--- src/rtl/pwm_pkg.sv ---
// pwm_pkg: shared duty-code constants and capture FSM encoding
package pwm_pkg;
  localparam int DUTY_W = 10;
  localparam logic [DUTY_W-1:0] DUTY_MAX = 10'd1023;
  localparam int TIMEOUT_DEF = 16384;
  typedef enum logic [1:0] {ST_IDLE, ST_MEASURE, ST_TIMED_OUT} state_e;
endpackage

--- src/rtl/pwm_duty_div.sv ---
// pwm_duty_div: 11-step restoring divide giving floor(num*1024/den), saturated to 1023
module pwm_duty_div
  import pwm_pkg::*;
#(
  parameter int CNT_W = 32
) (
  input  logic              clk,
  input  logic              rst,
  input  logic              start,
  input  logic [CNT_W-1:0]  num,
  input  logic [CNT_W-1:0]  den,
  output logic              busy,
  output logic              done,
  output logic [DUTY_W-1:0] q
);
  logic [CNT_W:0] rem_q;
  logic [CNT_W-1:0] den_q;
  logic [DUTY_W-1:0] quo_q;
  logic [3:0] cnt_q;
  logic ge;
  logic [CNT_W-1:0] diff;
  logic [DUTY_W:0] quo_d;
  // num carries ten implicit zero LSBs, fed in one per step by the remainder shift
  always_comb begin
    ge = rem_q >= {1'b0, den_q};
    diff = ge ? CNT_W'(rem_q - {1'b0, den_q}) : rem_q[CNT_W-1:0];
    quo_d = {quo_q, ge};
    busy = cnt_q != 4'd0;
    done = cnt_q == 4'd1;
    q = quo_d[DUTY_W] ? DUTY_MAX : quo_d[DUTY_W-1:0];
  end
  always_ff @(posedge clk or negedge rst) begin
    if (!rst) begin
      rem_q <= '0;
      den_q <= '0;
      quo_q <= '0;
      cnt_q <= 4'd0;
    end else if (start) begin
      rem_q <= {1'b0, num};
      den_q <= den;
      quo_q <= '0;
      cnt_q <= 4'd11;
    end else if (busy) begin
      rem_q <= {diff, 1'b0};
      quo_q <= quo_d[DUTY_W-1:0];
      cnt_q <= cnt_q - 4'd1;
    end
  end
endmodule

--- src/rtl/pwm_capture.sv ---
// pwm_capture: measures period, high time and 10-bit duty code of an asynchronous PWM line
module pwm_capture
  import pwm_pkg::*;
#(
  parameter int CNT_W   = 32,
  parameter int TIMEOUT = TIMEOUT_DEF
) (
  input  logic              clk,
  input  logic              rst,
  input  logic              pwm_in,
  output logic [CNT_W-1:0]  period,
  output logic [CNT_W-1:0]  high_time,
  output logic [DUTY_W-1:0] duty,
  output logic              valid,
  output logic              timeout,
  output logic              overrun
);
  state_e state_q;
  logic [1:0] sync_q;
  logic s_prev_q;
  logic [CNT_W-1:0] per_cnt_q, hi_cnt_q, period_q, high_q;
  logic [DUTY_W-1:0] duty_q;
  logic valid_q, timeout_q, overrun_q;
  logic s, rise, expire, div_start, div_busy, div_done;
  logic [DUTY_W-1:0] div_q;
  logic [CNT_W-1:0] per_inc, hi_inc;
  always_comb begin
    s = sync_q[1];
    rise = s & ~s_prev_q;
    expire = state_q != ST_TIMED_OUT && !rise && per_cnt_q >= CNT_W'(TIMEOUT);
    div_start = rise && state_q == ST_MEASURE && !div_busy;
    per_inc = &per_cnt_q ? per_cnt_q : per_cnt_q + CNT_W'(1);
    hi_inc = &hi_cnt_q ? hi_cnt_q : hi_cnt_q + CNT_W'(1);
  end
  pwm_duty_div #(.CNT_W(CNT_W)) u_div (
    .clk   (clk),
    .rst   (rst),
    .start (div_start),
    .num   (hi_cnt_q),
    .den   (per_cnt_q),
    .busy  (div_busy),
    .done  (div_done),
    .q     (div_q)
  );
  // a timeout report pre-empts any divide result landing in the same cycle
  always_ff @(posedge clk or negedge rst) begin
    if (!rst) begin
      state_q <= ST_IDLE;
      sync_q <= 2'b00;
      s_prev_q <= 1'b0;
      per_cnt_q <= '0;
      hi_cnt_q <= '0;
      period_q <= '0;
      high_q <= '0;
      duty_q <= '0;
      valid_q <= 1'b0;
      timeout_q <= 1'b0;
      overrun_q <= 1'b0;
    end else begin
      sync_q <= {sync_q[0], pwm_in};
      s_prev_q <= s;
      valid_q <= 1'b0;
      if (expire) begin
        state_q <= ST_TIMED_OUT;
        period_q <= '0;
        high_q <= '0;
        duty_q <= s ? DUTY_MAX : '0;
        timeout_q <= 1'b1;
        valid_q <= 1'b1;
      end else if (rise) begin
        state_q <= ST_MEASURE;
        timeout_q <= 1'b0;
        per_cnt_q <= CNT_W'(1);
        hi_cnt_q <= CNT_W'(1);
        if (div_start) begin
          period_q <= per_cnt_q;
          high_q <= hi_cnt_q;
        end
        if (state_q == ST_MEASURE && div_busy) overrun_q <= 1'b1;
      end else if (state_q != ST_TIMED_OUT) begin
        per_cnt_q <= per_inc;
        if (s) hi_cnt_q <= hi_inc;
      end
      if (div_done && state_q == ST_MEASURE && !expire) begin
        duty_q <= div_q;
        valid_q <= 1'b1;
      end
    end
  end
  assign period = period_q;
  assign high_time = high_q;
  assign duty = duty_q;
  assign valid = valid_q;
  assign timeout = timeout_q;
  assign overrun = overrun_q;
endmodule

--- config.mk ---
export PLATFORM = sky130hd
export DESIGN_NAME = pwm_capture
export DESIGN_NICKNAME = d
export VERILOG_FILES = /design/src/rtl/pwm_pkg.sv /design/src/rtl/pwm_duty_div.sv /design/src/rtl/pwm_capture.sv
export SDC_FILE = /design/constraint.sdc
export NUM_CORES = 1
export LEC_CHECK = 0
export ABC_AREA = 1
export BUFFER_PORTS_ARGS = -buffer_cell sky130_fd_sc_hd__buf_4
export CELL_PAD_IN_SITES_DETAIL_PLACEMENT = 0
export CELL_PAD_IN_SITES_GLOBAL_PLACEMENT = 1
export CORE_ASPECT_RATIO = 0.75
export CORE_UTILIZATION = 48
export DETAILED_ROUTE_END_ITERATION = 7
export GPL_TIMING_DRIVEN = 0
export PLACE_DENSITY = 0.84
export SKIP_LAST_GASP = 1
export SYNTH_ARGS = -nofsm -noshare
export SYNTH_HDL_FRONTEND = slang
export SYNTH_HIERARCHICAL = 1
export SYNTH_SLANG_ARGS = --single-unit
export TNS_END_PERCENT = 50
--- constraint.sdc ---
create_clock -name clk -period 5 [get_ports clk]
set_clock_uncertainty 0.15 [all_clocks]
set_input_delay 0.75 -clock clk [delete_from_list [all_inputs] [get_ports clk]]
set_output_delay 0.75 -clock clk [all_outputs]
set_load 0.02 [all_outputs]
==> key figures, run 1 <==
Yosys
  • Syn Inst Count: 1988
  • Top-count cell post-synth: nand2_1
  • Syn_nets: 2029
  • Sequential share of the synthesized area: 41.15%
  • Share of the synthesized area in the top cell type: 41.15%
  • Avg Cell Area, Syn: 6.851 um2
  • #FFs+latches synth: 224
  • Main synth FF type: dfrtp_1
  • Post-synth ARST share: 100.0%
  • EDFF count, synth: 0
  • Yosys warnings: 6
  • Synth unique cells: 45
  • Dominant cells by area after synthesis: dfrtp_1 41%, nand2_1 20%, inv_1 9.5%, nor2_1 4.7%, nand3_1 4.5%
  • Yosys top cell by area: dfrtp_1
  • Cell area after synthesis: 13620 um2
  • Post-synth top cells: 733 x nand2_1, 343 x inv_1, 224 x dfrtp_1

Clock tree
  • CTS Buffer Depth: 3
  • TritonCTS sink count: 224
  • Hold buffers post-CTS: 0
  • CTS Buf Count: 24
  • Clock transition at path regs: 0.07 ns
  • PostCTS Resize Cnt: 0
  • Worst skew pair latency: 0.54 ns
  • H-tree lvl count: 1
  • Setup Fix Bufs, Post-CTS: 0
  • CTS tree: done
  • Clock root cell: clkbuf_16

GRT
  • Vias in the first global route: 11750
  • GRT overflow: 0
  • First-pass GRT wire length: 65830 um
  • Pin count of the biggest net entering global routing: 115
  • Initial antenna violation count: 0
  • Gr usage total: 29.44%

Final layout
  • Final #Nets: 2135
  • N_diodes: 0
  • Syn-to-layout area delta: 13.82%
  • Layout cells sized above 1: 8.867%

Detailed routing
  • DR iter-0 viols: 1017
  • Total number of vias: 12700
  • Average wire per standard cell: 16.88 um
  • Post-DRT Antenna Nets: 0
  • First-pass DRT Iterations: 5
  • Drt via density: 5.093
  • Residual DRC: 0
  • Routed wire length: 42110 um

Critical path
  • RR Startpoint: u_div/cnt_q[1]$_DFFE_PN0P_
  • CP Max Fanout: 13
  • Crit. End Element: flop
  • Crit path required time: 5.29 ns
  • Worst-case reg-to-reg path depth: 11
  • Crit path kind: reg2reg
  • Reg2reg setup slack: 1.36 ns
  • Critical R2R Capture: u_div/den_q[13]$_DFFE_PN0P_
  • WP data arrival: 3.93 ns
  • Crit start category: flop

Timing
  • Max transition margin: 39.67%
  • Crit path time final: 3.636 ns
  • Final hold violations: 0
  • Final period util: 72.72%
  • RSZ-0062 raised after global routing: false
  • WHS: 0.1056 ns
  • Final Setup Violations: 0
  • Slew Limit Fails: 0
  • Worst-Margin Slew: 0.9050 ns
  • TNS Setup: 0 ns
  • Fmax: 275.0 MHz

Floorplan
  • Die ar.: 29060 um2
  • Initial Utilization: 48.67%
  • Io pins: 80
  • Die W: 196.5 um
  • Die height: 147.9 um
  • FP Rows: 53
  • Core footprint: 27980 um2

Power and ir drop
  • Power Dens Cells: 518.5 nW/um2
  • Pleak: 8.326 nW
  • Worst VDD drop: 0.3060 mV

Placed design
  • Final HPWL DP: 32520 um
  • PortBufs: 79
  • Final GP Congestion: 0.9503

Status
  • Outcome: finished, final reports clean

Min path
  • Hold WC Path Type: in2async

Job
  • Max capacitance violation total: 0
-- layer usage --
layer	vias up	part of all wire, %	track usage [%]
li1	6268	-	-
met1	5985	50	45.92
met2	405	42	43.07
met3	44	7.2	4.449
met4	0	1.6	5.234
met5	-	0	0
-- through the flow --
step                setup WS (ns)  instance area (um2)  power, W  utilization, %  std cells
finish                      1.364                15500  0.008038           55.40       2494
floorplan                   2.415                13620  0.005116               -       1988
CTS                         1.408                15500  0.008030           55.40       2494
global route                1.182                15500  0.008685           55.40       2494
global placement            1.246                14700  0.006174           52.51       2452
detailed placement          1.435                14730  0.006221           52.64       2453
-- worst max path at each step --
stage | from | to
global placement | rst | high_time[7]$_DFFE_PN0P_
detailed placement | u_div/cnt_q[1]$_DFFE_PN0P_ | u_div/den_q[13]$_DFFE_PN0P_
CTS | u_div/cnt_q[1]$_DFFE_PN0P_ | u_div/den_q[13]$_DFFE_PN0P_
global route | u_div/cnt_q[1]$_DFFE_PN0P_ | u_div/den_q[13]$_DFFE_PN0P_
finish | u_div/cnt_q[1]$_DFFE_PN0P_ | u_div/den_q[13]$_DFFE_PN0P_
floorplan | u_div/cnt_q[0]$_DFFE_PN0P_ | u_div/rem_q[0]$_DFFE_PN0P_
-- power by group --
group	switching, W	internal [W]	leakage (nW)
sequential	0.000241	0.00214	2.98
combinational	0.00253	0.00134	4.97
clock	0.000747	0.00103	0.376
-- critical path: stages, from the launching register on --
cell      delay (ns)
dfrtp_1         0.36
inv_1           0.13
ha_1            0.18
nand2_1         0.06
or2_2           0.37
nor2_8          0.21
buf_2           0.35
clkbuf_1        0.44
buf_1           0.46
clkbuf_1        0.58
nand2_1         0.13
o21ai_0         0.12
-- placed cells by master (no fill, tap or decap), types with 3 or more instances in the layout --
cell       instances
nand2_4            3
nor2_4             4
nand3b_1           5
buf_6             20
buf_2             10
xor2_1            11
buf_4             78
clkbuf_16         25
or2_2              4
o22ai_1            9
a22o_1             7
o21bai_1           9
buf_1              6
nand3_1          123
clkbuf_8           5
o21ai_0           77
a21oi_1           26
nor2_2             5
nand4_1            6
clkinv_2           3
inv_1            343
ha_1              37
dfrtp_1          224
nand2_2           12
nor2_1           169
o21ai_1           51
inv_2              4
nand2_1          733
nor3_1            15
o21a_1            14
xnor2_1           17
clkbuf_1          30
-- sequential cells by signal, summed over array words and instances (netlist names) --
name	count
u_div/rem_q	33
hi_cnt_q	32
high_time	32
per_cnt_q	32
period	32
u_div/den_q	32
duty	10
u_div/quo_q	10
u_div/cnt_q	4
state_q	2
sync_q	2
overrun	1
s_prev_q	1
valid	1
-- cell families (layout without fill, tap and decap cells) --
| family | Yosys count | in the layout | synth area share (%) |
|---|---|---|---|
| AOI/OAI and AO/OA | 199 | 199 | 8.111 |
| adders and majority gates | 38 | 38 | 3.546 |
| DFF | 224 | 224 | 41.15 |
| buffers and inverters | 411 | 532 | 12.62 |
| and+or+nand+nor | 1088 | 1088 | 32.77 |
| xor gates and xnor gates | 28 | 28 | 1.800 |
-- cell type report --
cell class | instances | area, um2
flip-flops and latches | 224 | 5605
multi-input cells | 1353 | 6296
clock buffers | 35 | 713.2
inverters | 349 | 1313
repair buffers | 80 | 628.1
fillers | 2858 | 12480
well taps | 385 | 481.7
plain buffers | 62 | 406.6
clock inverters | 6 | 60.06
Power figures use the tool's default switching activity.
==> run 2, diff against run 1 <==
- CORE_UTILIZATION: 48 -> 45
- PLACE_DENSITY: 0.84 -> 0.79
- clock period: 5 -> 3.7 ns (I/O delays scaled with it)
==> key figures, run 2 (synthesis gave the netlist of run 1 again) <==
Detailed routing
  • Post-DRT Antenna Nets: 0
  • Residual DRC: 0
  • Drt via density: 5.024
  • First-pass DRT Iterations: 5
  • Total number of vias: 12600
  • Average wire per standard cell: 17.40 um
  • Routed wire length: 43610 um
  • DR iter-0 viols: 1077

Final layout
  • Final #Nets: 2138
  • N_diodes: 0
  • Most frequent cells in the layout: 733 x nand2_1, 343 x inv_1, 224 x dfrtp_1, 169 x nor2_1, 123 x nand3_1
  • Non-Filler Instances: 2507
  • Final Cell Area: 15630 um2
  • FILL cells: 2937
  • Most common cell after layout, fill and taps aside: nand2_1
  • Max FFs per register: 33
  • Layout cells sized above 1: 9.314%
  • Syn-to-layout area delta: 14.77%
  • Reg with most FFs: u_div/rem_q

Floorplan
  • Initial Utilization: 46.34%
  • Core footprint: 29390 um2
  • Die height: 152.7 um
  • Die ar.: 30980 um2
  • FP Rows: 54
  • Io pins: 80
  • Die W: 202.9 um

Power and ir drop
  • Pleak: 8.397 nW
  • Worst VDD drop: 0.4455 mV
  • Power Dens Cells: 715.5 nW/um2

Critical path
  • Crit path required time: 4.00 ns
  • WP data arrival: 3.78 ns
  • Crit path kind: reg2reg
  • RR Startpoint: u_div/cnt_q[0]$_DFFE_PN0P_
  • Crit start category: flop
  • Slowest-stage cell, CP: clkbuf_1
  • Crit. End Element: flop
  • CP delay by family, top: buffers and inverters
  • Cell Chain, Critical Path: inv_1 -> ha_1 -> nand2_1 -> or2_2 -> nor2_8 -> buf_2 -> clkbuf_1 -> buf_1 -> buf_1 -> nand2_1 -> o21ai_0
  • CP Buf/Inv Count: 5
  • Crit. Startpoint: u_div/cnt_q[0]$_DFFE_PN0P_
  • CP Max Fanout: 13
  • Max incr delay on CP: 0.45 ns

GRT
  • Gr usage total: 28.71%
  • Vias in the first global route: 11810
  • First-pass GRT wire length: 68100 um
  • Initial antenna violation count: 0
  • GRT overflow: 0
  • Pin count of the biggest net entering global routing: 114

Timing
  • Final period util: 93.88%
  • Crit path time final: 3.474 ns
  • Slew Limit Fails: 0
  • Final hold violations: 0
  • Worst-Margin Slew: 0.8766 ns
  • RSZ-0062 raised after global routing: true
  • Fmax: 287.9 MHz
  • Max transition margin: 41.56%
  • Final Setup Violations: 0

Clock tree
  • H-tree lvl count: 1
  • Worst skew pair latency: 0.54 ns
  • CTS tree: done
  • CTS Buf Count: 25
  • Clock root cell: clkbuf_16
  • CTS Buffer Depth: 3
  • Clock transition at path regs: 0.06 ns
  • TritonCTS sink count: 224

Placed design
  • PortBufs: 79
  • Placed Cells: 2460
  • Final HPWL DP: 33950 um
  • Placed Area: 14740 um2
  • Final GP Congestion: 0.9214

Job
  • Max capacitance violation total: 0

Status
  • Outcome: finished, final reports clean

Min path
  • Worst hold start: sync_q[0]$_DFF_PN0_
  • Hold WC Path Type: reg2reg
==> run 2: changes by cell type in the layout (fill, tap and decap cells not counted) <==
cell	delta
clkbuf_1	-5
clkbuf_8	+4
inv_6	+3
clkbuf_2	+2
dlygate4sd3_1	+2
buf_1	-1
bufinv_16	+1
clkinv_4	+1
clkinvlp_4	-1
==> run 2: routing by layer <==
metal	part of all wire, %	GRT usage, %
met5	0	0
met2	40	40.15
met4	2.0	5.800
met1	51	45.53
met3	7.4	5.111
==> run 2: power by group <==
group	leakage, nW	switching (W)	total [W]	internal, W
combinational	4.99	0.00349	0.00531	0.00182
clock	0.432	0.00107	0.00263	0.00156
sequential	2.98	0.000348	0.00324	0.00290
==> run 2: final cells by class <==
class                   count  area (um2)  share of cell area [%]
inverters                 349        1313                   8.396
flip-flops and latches    224        5605                   35.86
clock buffers              35       753.2                   4.818
multi-input cells        1353        6296                   40.28
clock inverters            10       117.6                  0.7524
repair buffers             82       648.1                   4.146
well taps                 392       490.5                   3.138
plain buffers              62       409.1                   2.617
==> run 2: per-stage QoR <==
step	power [W]	setup slack [ns]	setup TNS [ns]	hold slack, ns	util (%)
floorplan	0.006914	1.115	0	0.1094	-
global placement	0.008458	0.09181	0	0.1876	50.03
detailed placement	0.008490	0.04650	0	0.1856	50.15
CTS	0.01117	0.03949	0	0.2003	53.18
global route	0.01208	-0.02910	-0.08451	0.2200	53.19
finish	0.01119	0.2264	0	0.1971	53.19
==> run 2: worst paths after layout <==
path | cells past startpoint | endpoint | slack [ns]
max | 11 | u_div/den_q[10]$_DFFE_PN0P_ | 0.23
min | 0 | sync_q[1]$_DFF_PN0_ | 0.20
max reg2reg | 11 | u_div/den_q[10]$_DFFE_PN0P_ | 0.23
min reg2reg | 0 | sync_q[1]$_DFF_PN0_ | 0.20
max in group asynchronous | 3 | u_div/rem_q[11]$_DFFE_PN0P_ | 1.78
min in group asynchronous | 2 | u_div/den_q[18]$_DFFE_PN0P_ | 0.49
==> run 2: timing repair <==
item,4_1_cts,5_1_grt
setup endpoints to repair,0,25
setup buffers,0,0
resized for setup,0,3
hold endpoints to repair,101,0
hold buffers,2,0
